$ cat src/rtl/pll_reset_sequencer.sv
// rtl/pll_reset_sequencer.sv - PLL powerdown / lock-filter / staged domain reset sequencer
//
// Sequences the clock/reset subsystem from the free-running oscillator clock:
// IDLE -> PD (PLLs powered down) -> WAIT_LOCK (filtered lock) -> RELEASE
// (domain resets released one by one, index 0 first) -> RUN.
// Lock loss in RELEASE/RUN re-asserts every domain reset, bumps a saturating
// event counter and re-runs from PD. Loss of the external reset request
// returns to IDLE from any state and wins over a simultaneous lock loss.
//
// Optional feature macro: RSTSEQ_LOCK_TIMEOUT_EN
//   defined   - WAIT_LOCK retries through PD after LOCK_TIMEOUT cycles without lock
//   undefined - WAIT_LOCK waits indefinitely, LOCK_TIMEOUT is not used by the logic
//
// Ports:
//   clk_i              oscillator clock
//   rst_i              asynchronous active-high reset
//   ext_rst_n_i        external reset request, active-low, async (2-FF synchronised)
//   init_done_i        device init complete, async (2-FF synchronised)
//   pll_lock_i         per-PLL lock flags, async (2-FF synchronised per bit)
//   pll_powerdown_n_o  PLL powerdown, active-low, all bits identical
//   domain_reset_n_o   per-domain reset requests, active-low
//   ready_o            high only in RUN
//   state_o            IDLE=0 PD=1 WAIT_LOCK=2 RELEASE=3 RUN=4
//   lock_loss_cnt_o    saturating lock-loss event count
module pll_reset_sequencer #(
    parameter int N_PLL        = 2,
    parameter int N_DOM        = 3,
    parameter int PD_CYCLES    = 16,
    parameter int LOCK_FILTER  = 64,
    parameter int STAGE_DLY    = 32,
    parameter int LOCK_TIMEOUT = 65536
) (
    input  logic             clk_i,
    input  logic             rst_i,
    input  logic             ext_rst_n_i,
    input  logic             init_done_i,
    input  logic [N_PLL-1:0] pll_lock_i,
    output logic [N_PLL-1:0] pll_powerdown_n_o,
    output logic [N_DOM-1:0] domain_reset_n_o,
    output logic             ready_o,
    output logic [2:0]       state_o,
    output logic [7:0]       lock_loss_cnt_o
);

    localparam logic [2:0] S_IDLE    = 3'd0;
    localparam logic [2:0] S_PD      = 3'd1;
    localparam logic [2:0] S_WAIT    = 3'd2;
    localparam logic [2:0] S_RELEASE = 3'd3;
    localparam logic [2:0] S_RUN     = 3'd4;

    // One counter serves PD dwell, lock filter and release stage spacing,
    // since only one of them is active in any state.
    localparam int CNT_MAX_A = (PD_CYCLES > LOCK_FILTER) ? PD_CYCLES : LOCK_FILTER;
    localparam int CNT_MAX   = (CNT_MAX_A > STAGE_DLY) ? CNT_MAX_A : STAGE_DLY;
    localparam int CNT_W     = $clog2(CNT_MAX + 1);

    localparam logic [CNT_W-1:0] PD_LAST    = CNT_W'(PD_CYCLES - 1);
    localparam logic [CNT_W-1:0] FILT_LAST  = CNT_W'(LOCK_FILTER - 1);
    localparam logic [CNT_W-1:0] STAGE_LAST = CNT_W'(STAGE_DLY - 1);
    localparam logic [N_DOM-1:0] DOM_ONE    = N_DOM'(1);

    generate
        if (N_PLL < 1 || N_DOM < 1 || PD_CYCLES < 1 || LOCK_FILTER < 1 ||
            STAGE_DLY < 1 || LOCK_TIMEOUT < 1) begin : g_bad_params
            $error("pll_reset_sequencer: illegal parameter value");
        end
    endgenerate

    // Input synchronisers
    logic             ext_s1_q, ext_s2_q;
    logic             init_s1_q, init_s2_q;
    logic [N_PLL-1:0] lock_s1_q, lock_s2_q;

    logic ext_ok, init_ok, lock_all;
    assign ext_ok   = ext_s2_q;
    assign init_ok  = init_s2_q;
    assign lock_all = &lock_s2_q;

    // FSM and datapath state
    logic [2:0]       state_q, state_d;
    logic [CNT_W-1:0] cnt_q, cnt_d;
    logic [N_DOM-1:0] dom_q, dom_d;
    logic [7:0]       loss_q, loss_d;
    logic             pd_n_q, pd_n_d;
    logic             ready_q, ready_d;
    logic             lock_lost;
    logic             timeout_hit;

`ifdef RSTSEQ_LOCK_TIMEOUT_EN
    localparam int TO_W = $clog2(LOCK_TIMEOUT + 1);
    localparam logic [TO_W-1:0] TO_LAST = TO_W'(LOCK_TIMEOUT - 1);

    logic [TO_W-1:0] dwell_q, dwell_d;

    // Dwell restarts from zero on every entry into WAIT_LOCK.
    assign dwell_d     = (state_q == S_WAIT && state_d == S_WAIT) ? dwell_q + TO_W'(1) : '0;
    assign timeout_hit = (dwell_q == TO_LAST);

    always_ff @(posedge clk_i or posedge rst_i) begin
        if (rst_i) begin
            dwell_q <= '0;
        end else begin
            dwell_q <= dwell_d;
        end
    end
`else
    assign timeout_hit = 1'b0;
`endif

    always_comb begin
        state_d   = state_q;
        cnt_d     = cnt_q;
        dom_d     = dom_q;
        loss_d    = loss_q;
        lock_lost = 1'b0;

        case (state_q)
            S_IDLE: begin
                if (ext_ok && init_ok) begin
                    state_d = S_PD;
                    cnt_d   = '0;
                end
            end
            S_PD: begin
                if (!ext_ok) begin
                    state_d = S_IDLE;
                end else if (cnt_q == PD_LAST) begin
                    state_d = S_WAIT;
                    cnt_d   = '0;
                end else begin
                    cnt_d = cnt_q + CNT_W'(1);
                end
            end
            S_WAIT: begin
                if (!ext_ok) begin
                    state_d = S_IDLE;
                end else if (lock_all && cnt_q == FILT_LAST) begin
                    // Bit 0 is released on the first RELEASE cycle.
                    state_d = S_RELEASE;
                    cnt_d   = '0;
                    dom_d   = DOM_ONE;
                end else if (timeout_hit) begin
                    state_d = S_PD;
                    cnt_d   = '0;
                end else if (lock_all) begin
                    cnt_d = cnt_q + CNT_W'(1);
                end else begin
                    cnt_d = '0;
                end
            end
            S_RELEASE: begin
                if (!ext_ok) begin
                    state_d = S_IDLE;
                end else if (!lock_all) begin
                    lock_lost = 1'b1;
                end else if (&dom_q) begin
                    state_d = S_RUN;
                end else if (cnt_q == STAGE_LAST) begin
                    dom_d = (dom_q << 1) | DOM_ONE;
                    cnt_d = '0;
                end else begin
                    cnt_d = cnt_q + CNT_W'(1);
                end
            end
            S_RUN: begin
                if (!ext_ok) begin
                    state_d = S_IDLE;
                end else if (!lock_all) begin
                    lock_lost = 1'b1;
                end
            end
            default: begin
                state_d = S_IDLE;
            end
        endcase

        if (lock_lost) begin
            state_d = S_PD;
            cnt_d   = '0;
            if (loss_q != 8'hFF) begin
                loss_d = loss_q + 8'd1;
            end
        end

        if (state_d == S_IDLE) begin
            cnt_d = '0;
        end

        // Domains may only be out of reset in RELEASE and RUN.
        if (state_d != S_RELEASE && state_d != S_RUN) begin
            dom_d = '0;
        end
    end

    // Outputs are decoded from the next state so they line up with state_o.
    assign pd_n_d  = (state_d == S_WAIT) || (state_d == S_RELEASE) || (state_d == S_RUN);
    assign ready_d = (state_d == S_RUN);

    always_ff @(posedge clk_i or posedge rst_i) begin
        if (rst_i) begin
            ext_s1_q  <= 1'b0;
            ext_s2_q  <= 1'b0;
            init_s1_q <= 1'b0;
            init_s2_q <= 1'b0;
            lock_s1_q <= '0;
            lock_s2_q <= '0;
            state_q   <= S_IDLE;
            cnt_q     <= '0;
            dom_q     <= '0;
            loss_q    <= 8'd0;
            pd_n_q    <= 1'b0;
            ready_q   <= 1'b0;
        end else begin
            ext_s1_q  <= ext_rst_n_i;
            ext_s2_q  <= ext_s1_q;
            init_s1_q <= init_done_i;
            init_s2_q <= init_s1_q;
            lock_s1_q <= pll_lock_i;
            lock_s2_q <= lock_s1_q;
            state_q   <= state_d;
            cnt_q     <= cnt_d;
            dom_q     <= dom_d;
            loss_q    <= loss_d;
            pd_n_q    <= pd_n_d;
            ready_q   <= ready_d;
        end
    end

    assign pll_powerdown_n_o = {N_PLL{pd_n_q}};
    assign domain_reset_n_o  = dom_q;
    assign ready_o           = ready_q;
    assign state_o           = state_q;
    assign lock_loss_cnt_o   = loss_q;

endmodule

$ cat config.mk
export PLATFORM = sky130hd
export DESIGN_NAME = pll_reset_sequencer
export DESIGN_NICKNAME = d
export VERILOG_FILES = /design/src/rtl/pll_reset_sequencer.sv
export SDC_FILE = /design/constraint.sdc
export NUM_CORES = 1
export LEC_CHECK = 0
export CORE_MARGIN = 1.5
export CORE_UTILIZATION = 45
export CTS_BUF_LIST = sky130_fd_sc_hd__clkbuf_16
export DETAILED_ROUTE_END_ITERATION = 7
export GPL_TIMING_DRIVEN = 0
export PLACE_DENSITY = 0.72
export SLEW_MARGIN = 20
export SYNTH_ARGS = -nofsm -noshare
export SYNTH_HDL_FRONTEND = slang
export SYNTH_SLANG_ARGS = --single-unit
$ cat constraint.sdc
create_clock -name clk_i -period 2.4 [get_ports clk_i]
set_clock_uncertainty 0.1 [all_clocks]
set_input_delay 0.48 -clock clk_i [delete_from_list [all_inputs] [get_ports clk_i]]
set_output_delay 0.48 -clock clk_i [all_outputs]
set_load 0.01 [all_outputs]
==> impl_results.md, run 1 <==
- Dpl hpwl: 2250 um
- Dpl ws: 0.361 ns
- Max-slew headroom: 56.1%
- Drt initial violations: 81
- EDFF count, synth: 0
- Synth top area share: 50.5%
- Crit-path cells: buf_2, nor3b_1, a21oi_1, nor2_1, a21oi_1, a21oi_1
- Most frequent cell after synthesis: dfrtp_1
- Max FO, Critical Path: 10
- Syn_nets: 157
- Met1 wire length: 1430 um
- Top Ports: 23
- Mapped Cells: 149
- YS warnings: 0
- Routed Antenna Nets: 0
- Post-CTS Resized: 0
- Metal2 WL: 1510 um
- Initial antenna violation count: 0
- Nets: 186
- Total gr overflow: 0
- Final setup viols: 0
- DR DRC count: 0
- Least-Margin Pin Slew: 0.656 ns
- Initial Util: 46.4%
- Largest net degree at the start of global routing: 32
- Clock tree sinks: 31
- Critical Path Slowest Stage Cell: nor2_1
- Root Buffer: clkbuf_16
- Leak: 0.836 nW
- VDD IR max: 0.000379 V
- Reg clk slew, reported paths: 0.05 ns
- Gpl congestion: 0.934
- Vias per inst: 5.54
- Synthesized area: 1540 um2
- Sequential element share of the synthesized area: 50.5%
- N_diodes: 0
- Aggregate global-route resource usage: 19.6%
- DR top layer: met4
- RSZ-0062 raised after global routing: no
- Die Span Y: 61.4 um
- DR pass1 iterations: 4
- Critical path's largest stage delay: 0.52 ns
- Skew-Pair Late Insertion Delay: 0.27 ns
- Die area: 3770 um2
- CP required: 2.49 ns
- Routed len/inst: 14.2 um
- Chip Width: 61.4 um
- Largest buffer count on any clock path: 2
- CP most frequent cell: a21oi_1
- Crit share post-route: 86.7%
- Cell Rows: 21
- Outcome: finished clean
- # hold bufs at CTS: 0
- Top post-synthesis cells by count: dfrtp_1 (31), nand2_1 (14), nand3_1 (9)
- Post-synth ARST share: 100%
- Top cells by area, synth: dfrtp_1 (51%), xnor2_1 (4.0%), nand2_1 (3.4%)
- Setup TNS Final: 0 ns
- Final number of max-transition violations: 0
- Largest area contributor in the netlist: dfrtp_1
- Setup WS post-layout: 0.318 ns
- Critical Path Source Type: register
- First-pass GRT wire length: 5330 um
- Synth cell types: 46
- Routed vias: 1,246
- Ys flop type: dfrtp_1
- Htree depth: 2
- Number of global-route vias before repair: 1,195
- CP Capture Type: register
- CP arrival: 2.18 ns
- Peak Freq: 480 MHz
- MaxCap Viol Count: 0
- Final Hold Violating Endpoints: 0
- Num CTS Buffers: 5
- Wire length on met3: 158 um
- TritonCTS clock tree: yes
- CP top delay family: simple AND/OR/NAND/NOR gates
- #FFs+latches synth: 31
- Core area: 3310 um2
- Pwr Density: 644 nW/um2
- DRT Wirelength: 3190 um
- Share of cells above drive strength 1: 9.50%
- Syn_area_per_cell: 10.3 um2
- IO buf count: 22
- Final min period: 2.08 ns
- Worst min-delay path category: reg -> reg
- Bufs and invs on worst path: 1
- Post-CTS Setup Bufs: 0
- Area growth from synthesis to layout: 28.8%
- Critical path class: reg -> reg
-- cell type report --
type,count,area (um2)
Tap cell,46,57.6
Multi-Input combinational cell,109,716
Inverter,3,11.3
Buffer,6,32.5
Fill cell,300,1330
Clock buffer,5,125
Timing Repair Buffer,22,220
Clock inverter,3,38.8
Sequential cell,31,776
-- power breakdown --
group / internal (mW) / switching (mW) / leakage [nW]
Combinational: 0.0175 / 0.0263 / 0.342
Sequential: 0.532 / 0.00731 / 0.413
Clock: 0.482 / 0.207 / 0.0812
Total: 1.03 / 0.241 / 0.836
-- metal layers --
layer / GRT usage, % / vias up
met4: 12.8 / 0
met2: 27.8 / 35
met1: 25.9 / 605
met3: 5.88 / 10
li1: - / 596
met5: 0 / -
-- placed cells by master (no fill, tap or decap), types with 2 or more instances in the layout --
master / n
xor2_1: 2
inv_1: 2
a211oi_1: 2
a21o_1: 4
nand2_1: 14
buf_2: 2
o21ai_1: 4
nand4b_1: 2
nor2_1: 7
clkbuf_16: 5
and4b_1: 2
dfrtp_1: 31
nand3_1: 9
ha_1: 2
clkdlybuf4s50_1: 22
or2_1: 3
and3_1: 2
a31oi_1: 2
buf_4: 2
o21a_1: 2
a21oi_1: 7
o21ai_0: 3
nor3b_1: 2
and2_1: 2
xnor2_1: 7
nand2b_1: 5
nor3_1: 6
clkbuf_1: 2
-- state kept, by name (all words and copies together), names as in the netlist --
register / count
lock_loss_cnt_o: 8
cnt_q: 7
domain_reset_n_o: 3
state_o: 3
lock_s1_q: 2
lock_s2_q: 2
ext_ok: 1
ext_s1_q: 1
init_ok: 1
init_s1_q: 1
pd_n_q: 1
ready_o: 1
-- kinds of logic (layout without fill, tap and decap cells) --
group / after synthesis / count (layout) / synth area share, %
AND/OR/NAND/NOR: 62 / 62 / 22.7
buffers and inverters: 9 / 39 / 2.85
adder cells (fa/ha/maj): 2 / 2 / 1.63
flip-flops: 31 / 31 / 50.5
multiplexers: 1 / 1 / 0.733
XOR/XNOR: 9 / 9 / 5.13
AO/OA/AOI/OAI: 35 / 35 / 16.4
-- worst paths after layout --
kind	from	endpoint	slack (ns)	cells past startpoint
worst max-delay path	state_o[1]	domain_reset_n_o[1]	0.32	6
worst min-delay path	ext_s1_q	ext_ok	0.25	0
worst max register to register	state_o[1]	domain_reset_n_o[1]	0.32	6
worst min register to register	ext_s1_q	ext_ok	0.25	0
max in group asynchronous	rst_i	init_ok	1.29	2
min in group asynchronous	rst_i	cnt_q[1]	0.51	2
-- stage by stage --
step           area (um2)  instances  utilization, %  hold WS [ns]  total power, mW
2_1_floorplan        1540        149               -         0.231            0.572
3_5_place_dp         1810        217            54.8         0.239            0.592
6_report             1980        225            59.7         0.246             1.27
5_1_grt              1980        225            59.7         0.250             1.33
3_3_place_gp         1810        217            54.8         0.236            0.590
4_1_cts              1980        225            59.7         0.248             1.30
Power figures use the tool's default switching activity.
==> run 2, diff against run 1 <==
- SETUP_SLACK_MARGIN: not set -> 0.1
==> results of run 2 <==
The final DEF is identical to that of run 1; final timing and power are the same.
